==> config.mk <==
export PLATFORM = sky130hd
export DESIGN_NAME = serializer_arbiter_flat
export DESIGN_NICKNAME = d
export VERILOG_FILES = /design/src/rtl/serializer_arbiter_if.sv /design/src/rtl/serializer_arbiter.sv /design/src/flat_wrapper.sv
export SDC_FILE = /design/constraint.sdc
export NUM_CORES = 1
export LEC_CHECK = 0
export ABC_AREA = 1
export BUFFER_PORTS_ARGS = -buffer_cell sky130_fd_sc_hd__buf_2
export CORE_MARGIN = 4
export CORE_UTILIZATION = 35
export DETAILED_ROUTE_END_ITERATION = 12
export PLACE_DENSITY = 0.55
export SLEW_MARGIN = 20
export SYNTH_ARGS = -nofsm -noshare
export SYNTH_HDL_FRONTEND = slang
export SYNTH_SLANG_ARGS = --single-unit
==> constraint.sdc <==
create_clock -name clk -period 2.29 [get_ports clk]
set_input_delay 0.458 -clock clk [delete_from_list [all_inputs] [get_ports clk]]
set_output_delay 0.458 -clock clk [all_outputs]
set_load 0.02 [all_outputs]
==> src/rtl/serializer_arbiter_if.sv <==
// Request bus between the per-lane packet sources and serializer_arbiter.
//   req_valid  source -> arbiter  per-channel word available
//   req_data   source -> arbiter  channel i word at [i*DATA_W +: DATA_W]
//   req_ready  arbiter -> source  one-hot grant; a word moves when valid & ready
// master: the packet sources side. slave: the arbiter side.
interface serializer_arbiter_if #(
  parameter int unsigned NUM_CH = 4,
  parameter int unsigned DATA_W = 10
);

  logic [NUM_CH-1:0]        req_valid;
  logic [NUM_CH*DATA_W-1:0] req_data;
  logic [NUM_CH-1:0]        req_ready;

  modport master (
    output req_valid,
    output req_data,
    input  req_ready
  );

  modport slave (
    input  req_valid,
    input  req_data,
    output req_ready
  );

endinterface

==> src/rtl/serializer_arbiter.sv <==
// Round-robin arbiter and frame sequencer that shares one DATA_W-bit MSB-first
// serializer among NUM_CH requesters. One word is accepted per grant, handed to
// the serializer with a single-cycle load, and no further grant is made until
// the serializer has shifted out the last bit (plus GAP_CYCLES idle cycles).
//
// Ports
//   clk             rising-edge clock, shared with the serializer
//   reset           asynchronous, active-high; also resets the serializer
//   i_enable        1 = new grants allowed; 0 = finish current frame only
//   io_req          request bus (slave side): req_valid / req_data / req_ready
//   o_ser_load      registered load strobe to the serializer
//   o_ser_data      registered parallel word to the serializer
//   o_frame_active  high while in LOAD and SHIFT
//   o_frame_ch      channel that owns the current or most recent frame
//   o_frame_done    one-cycle pulse, first cycle after the last SHIFT cycle
//
// Timing for one frame (T0 = grant cycle):
//   T0        req_ready[g] high (combinational), word captured at the edge
//   T1        LOAD: o_ser_load high, the serializer samples at the end of T1
//   T2..T11   SHIFT: MSB on serial_out at T2, LSB at T(DATA_W+1)
//   T12       o_frame_done high; next grant possible here when GAP_CYCLES == 0
module serializer_arbiter #(
  parameter int unsigned NUM_CH     = 4,
  parameter int unsigned DATA_W     = 10,
  parameter int unsigned GAP_CYCLES = 0,
  localparam int unsigned CH_W      = (NUM_CH > 1) ? $clog2(NUM_CH) : 1
) (
  input  logic                 clk,
  input  logic                 reset,
  input  logic                 i_enable,
  serializer_arbiter_if.slave  io_req,
  output logic                 o_ser_load,
  output logic [DATA_W-1:0]    o_ser_data,
  output logic                 o_frame_active,
  output logic [CH_W-1:0]      o_frame_ch,
  output logic                 o_frame_done
);

  localparam int unsigned CNT_W = $clog2(DATA_W + 1);
  localparam int unsigned GAP_W = 4;

  typedef enum logic [1:0] {
    StIdle,
    StLoad,
    StShift,
    StGap
  } state_e;

  // ---------------------------------------------------------------------------
  // State
  // ---------------------------------------------------------------------------
  state_e              r_state;
  logic [CH_W-1:0]     r_rr_ptr;
  logic [CNT_W-1:0]    r_bit_cnt;
  logic [GAP_W-1:0]    r_gap_cnt;
  logic                r_ser_load;
  logic [DATA_W-1:0]   r_ser_data;
  logic                r_frame_active;
  logic [CH_W-1:0]     r_frame_ch;
  logic                r_frame_done;

  // ---------------------------------------------------------------------------
  // Round-robin pick: first valid channel scanning rr_ptr, rr_ptr+1, ...
  // ---------------------------------------------------------------------------
  logic                w_found;
  logic [CH_W-1:0]     w_gnt_idx;
  logic [CH_W-1:0]     w_cand;
  logic                w_grant;
  logic [CH_W-1:0]     w_next_ptr;
  logic [DATA_W-1:0]   w_gnt_data;
  logic [NUM_CH-1:0]   w_ready;

  always_comb begin
    w_found   = 1'b0;
    w_gnt_idx = '0;
    w_cand    = '0;
    for (int unsigned i = 0; i < NUM_CH; i++) begin
      w_cand = CH_W'((32'(r_rr_ptr) + i) % NUM_CH);
      if (!w_found && io_req.req_valid[w_cand]) begin
        w_found   = 1'b1;
        w_gnt_idx = w_cand;
      end
    end
  end

  // Grants only happen from IDLE; reset is folded in so req_ready is already
  // low while reset is asserted, matching every other output.
  assign w_grant = (r_state == StIdle) && i_enable && w_found && !reset;

  assign w_next_ptr = (w_gnt_idx == CH_W'(NUM_CH - 1)) ? '0 : (w_gnt_idx + CH_W'(1));

  assign w_gnt_data = io_req.req_data[int'(w_gnt_idx) * int'(DATA_W) +: DATA_W];

  always_comb begin
    w_ready = '0;
    for (int unsigned i = 0; i < NUM_CH; i++) begin
      w_ready[i] = w_grant && (w_gnt_idx == CH_W'(i));
    end
  end

  assign io_req.req_ready = w_ready;

  // ---------------------------------------------------------------------------
  // Sequencer FSM with registered outputs
  // ---------------------------------------------------------------------------
  always_ff @(posedge clk or posedge reset) begin
    if (reset) begin
      r_state        <= StIdle;
      r_rr_ptr       <= '0;
      r_bit_cnt      <= '0;
      r_gap_cnt      <= '0;
      r_ser_load     <= 1'b0;
      r_ser_data     <= '0;
      r_frame_active <= 1'b0;
      r_frame_ch     <= '0;
      r_frame_done   <= 1'b0;
    end else begin
      r_frame_done <= 1'b0;

      case (r_state)
        StIdle: begin
          if (w_grant) begin
            r_ser_data     <= w_gnt_data;
            r_ser_load     <= 1'b1;
            r_frame_ch     <= w_gnt_idx;
            r_rr_ptr       <= w_next_ptr;
            r_frame_active <= 1'b1;
            r_state        <= StLoad;
          end
        end

        // The serializer samples the word at the end of this cycle.
        StLoad: begin
          r_ser_load <= 1'b0;
          r_bit_cnt  <= CNT_W'(DATA_W - 1);
          r_state    <= StShift;
        end

        // DATA_W cycles, one per bit on serial_out.
        StShift: begin
          if (r_bit_cnt == '0) begin
            r_frame_done   <= 1'b1;
            r_frame_active <= 1'b0;
            if (GAP_CYCLES > 0) begin
              r_gap_cnt <= GAP_W'(GAP_CYCLES - 1);
              r_state   <= StGap;
            end else begin
              r_state <= StIdle;
            end
          end else begin
            r_bit_cnt <= r_bit_cnt - CNT_W'(1);
          end
        end

        StGap: begin
          if (r_gap_cnt == '0) begin
            r_state <= StIdle;
          end else begin
            r_gap_cnt <= r_gap_cnt - GAP_W'(1);
          end
        end

        default: begin
          r_state <= StIdle;
        end
      endcase
    end
  end

  assign o_ser_load     = r_ser_load;
  assign o_ser_data     = r_ser_data;
  assign o_frame_active = r_frame_active;
  assign o_frame_ch     = r_frame_ch;
  assign o_frame_done   = r_frame_done;

endmodule

==> src/flat_wrapper.sv <==
// flat-port wrapper written by rule: the top's interface ports become plain ports
module serializer_arbiter_flat 
#(
  parameter int unsigned NUM_CH     = 4,
  parameter int unsigned DATA_W     = 10,
  parameter int unsigned GAP_CYCLES = 0,
  localparam int unsigned CH_W      = (NUM_CH > 1) ? $clog2(NUM_CH) : 1
)
  (clk, reset, i_enable, o_ser_load, o_ser_data, o_frame_active, o_frame_ch, o_frame_done, io_req_req_valid, io_req_req_data, io_req_req_ready);
  serializer_arbiter_if #(.NUM_CH(NUM_CH), .DATA_W(DATA_W)) io_req_i ();
  input  logic clk;
  input  logic reset;
  input  logic i_enable;
  output logic o_ser_load;
  output logic [DATA_W-1:0] o_ser_data;
  output logic o_frame_active;
  output logic [CH_W-1:0] o_frame_ch;
  output logic o_frame_done;
  input wire logic [$bits(io_req_i.req_valid)-1:0] io_req_req_valid;
  input wire logic [$bits(io_req_i.req_data)-1:0] io_req_req_data;
  output wire logic [$bits(io_req_i.req_ready)-1:0] io_req_req_ready;
  assign io_req_i.req_valid = io_req_req_valid;
  assign io_req_i.req_data = io_req_req_data;
  assign io_req_req_ready = io_req_i.req_ready;
  serializer_arbiter #(.NUM_CH(NUM_CH), .DATA_W(DATA_W), .GAP_CYCLES(GAP_CYCLES)) u_core (.clk(clk), .reset(reset), .i_enable(i_enable), .io_req(io_req_i), .o_ser_load(o_ser_load), .o_ser_data(o_ser_data), .o_frame_active(o_frame_active), .o_frame_ch(o_frame_ch), .o_frame_done(o_frame_done));
endmodule
==> out/qor.csv <==
metric,value,unit
"CTS clk-pin slew, worst paths",0.10,ns
fin cells,483,
1st-pass router iterations,4,
Buf/Inv on CP,4,
flop-to-flop setup slack,0.05,ns
routed vias/inst,4.69,
"Arr. time, crit path",2.10,ns
syn_area_per_cell,6.53,sq um
largest net degree at the start of global routing,28,
Most common cell on crit path,buf_6,
Pwr Total,5.08,mW
CTS tree,done,
row count,27,
pre-CTS setup slack,-0.0725,ns
CP max stage delay,0.45,ns
critical path endpoint category,output port,
Yosys reg bits,27,
Fin. Hold Viols,0,
Finished Cell Area,0.00296,sq mm
Pleak,1.73,nW
fillcell total,546,
relative slew slack,75.3,%
peak supply drop,0.627,mV
Nets,466,
number of synthesized flops with an enable pin,0,
Clock Latency Late Sink,0.27,ns
hold buffer count at cts,0,
diode count,0,
"Async S/R FF share, synth",100,%
wire length per cell,12.5,um
Yosys warnings,0,
Top Family by Delay on Critical Path,simple AND/OR/NAND/NOR gates,
synth top area cells,"dfrtp_1 33%, nand2_1 21%, inv_1 11%",
total clock sinks,27,
violated checks,negative setup slack,
crit path kind,flop to output port,
# DRC,0,
Synthesized Nets,367,
Post-DP HPWL,4.25,mm
share of the synthesized area in the top cell type,33.0,%
number of CTS-inserted buffers,3,
RePlAce Congestion,0.882,
register area share after synthesis,33.0,%
hold slack,0.279,ns
# setup viols final,4,
mapped cell area,0.00204,sq mm
fin crit share,112,%
Peak Freq,0.391,GHz
post-route ant nets,0,
Inst Count DP,459,
"Cell Area, Placed",0.00252,sq mm
Max-Cap Viols,0,
CP required,1.83,ns
RSZ-0062 raised after global routing,true,
"critical path fanouts, max",19,
Unique masters post-synth,26,
share of cells above drive strength 1,39.2,%
CTS root buf,clkbuf_8,
Syn Inst Count,313,
minimum clock period after layout,2.56,ns
final wirelength,6.05,mm
status,"complete, but fails checks",
Tightest Pin Transition,0.370,ns
die area,0.00713,sq mm
IO Count,66,
worst hold path class,input pin to async pin,
CP Cell Sequence,buf_6 -> nand2_1 -> nand3_1 -> nand2_1 -> inv_2 -> nand3_2 -> buf_6 -> nand2_4 -> nor2_2 -> buf_6,
Layout area overhead,44.7,%
I/O Buffers,65,
vias in the first global route,2187,
Initial Utilization,36.7,%
"most common cell after layout, fill and taps aside",nand2_1,
gr usage total,16.7,%
initial antenna violation count,0,
Initial DRC Count,136,
CP max stage cell,dfrtp_2,
Synth Flop Type,dfrtp_1,
most frequent cells in the layout,"97 x nand2_1, 61 x buf_2, 54 x inv_1, 33 x buf_4",
CTS max path bufs,2,
first-pass GRT wire length,10.0,mm
Die Y,84.4,um
CP Launch Type,flop,
H-tree depth,1,
chip width,84.4,um
Worst Skew,0.00225,ns
Vias,2265,
Max Slew Vio Count,0,
Placeable Area,0.00557,sq mm
Pwr Density,1720,mW/mm^2
Synth area leader,dfrtp_1,
total gr overflow,0,
worst setup margin,-0.265,ns
[final cells by class]
class / instances / area [sq um] / area share [%]
inverters: 65 / 270 / 9.14
multi-input cells: 210 / 1200 / 40.6
flip-flops and latches: 27 / 678 / 22.9
repair buffers: 104 / 666 / 22.5
clock buffers: 3 / 41.3 / 1.40
repair inverters: 1 / 6.26 / 0.212
well taps: 72 / 90.1 / 3.05
clock inverters: 1 / 5.00 / 0.169
[state kept, by name (all words and copies together), names as in the netlist]
| register | flops |
|---|---|
| u_core.o_ser_data | 10 |
| u_core.r_state | 2 |
| u_core.r_gap_cnt | 4 |
| u_core.o_ser_load | 1 |
| u_core.r_bit_cnt | 4 |
| u_core.r_rr_ptr | 2 |
| u_core.o_frame_active | 1 |
| u_core.o_frame_done | 1 |
| u_core.o_frame_ch | 2 |
[synthesized netlist by cell type, types with 2 or more instances]
| cell type | count |
|---|---|
| o21ai_0 | 6 |
| nand3_1 | 30 |
| nand4_1 | 18 |
| nor2_1 | 14 |
| ha_1 | 7 |
| o22ai_1 | 2 |
| inv_2 | 4 |
| inv_1 | 60 |
| xor2_1 | 2 |
| nor3_1 | 2 |
| buf_6 | 5 |
| buf_2 | 5 |
| nand3_2 | 3 |
| nand2_4 | 2 |
| dfrtp_1 | 27 |
| nand2_2 | 5 |
| nand2_1 | 112 |
[through the flow]
step / setup TNS [ns] / util, %
after floorplan: 0 / -
after global placement: -0.0632 / 45.3
after global routing: -2.45 / 53.1
after CTS: -0.920 / 50.9
after detailed placement: -0.140 / 45.3
final: -1.03 / 53.1
[worst paths after layout]
path,start,end,cells after the start
min in group clk,u_core.r_gap_cnt[3],u_core.r_gap_cnt[3],1
min,reset,u_core.r_rr_ptr[0],3
max reg2reg,u_core.r_rr_ptr[0],u_core.o_ser_data[7],13
max in group asynchronous,reset,u_core.r_rr_ptr[1],3
max,u_core.r_rr_ptr[0],io_req_req_ready[0],10
min reg2reg,u_core.r_gap_cnt[3],u_core.r_gap_cnt[3],1
[worst register-to-register path, stage by stage, from the launching register on]
cell and delay, ns:
dfrtp_2 0.45, buf_6 0.15, clkinv_8 0.07, nand2_4 0.05
nand3_2 0.09, nand2_2 0.09, nor2_4 0.19, nand3_2 0.13
buf_6 0.20, nand2_4 0.14, buf_4 0.23, inv_2 0.17
nand3_1 0.13, nand3_1 0.07
[where the power goes]
group / switching, mW / internal (mW)
Sequential: 0.123 / 0.662
Combinational: 2.27 / 1.74
Clock: 0.158 / 0.122
Total: 2.55 / 2.52
[repair_timing]
item / CTS / global route
hold endpoints to repair: 0 / 0
pin swaps: 20 / 18
endpoints found under the setup margin: 4 / 19
gates resized for setup: 45 / 25
setup buffers: 13 / 5
gates cloned: 2 / 0
[layer usage]
metal / vias up / wire [um] / global-route usage (%)
li1: 1161 / - / -
met1: 1024 / 2850 / 23.2
met2: 76 / 2790 / 27.3
met3: 4 / 396 / 3.24
met4: 0 / 18 / 2.73
met5: - / 0 / 0
[cells by family (layout without fill, tap and decap cells)]
group / Yosys count / in the layout / synth area share, %
and+or+nand+nor: 190 / 190 / 42.1
buffers and inverters: 76 / 174 / 16.5
DFF: 27 / 27 / 33.0
AOI/OAI and AO/OA: 10 / 10 / 2.75
adders and majority gates: 7 / 7 / 4.28
xor gates and xnor gates: 3 / 3 / 1.29
No activity file was read; power rests on OpenSTA's default activity.
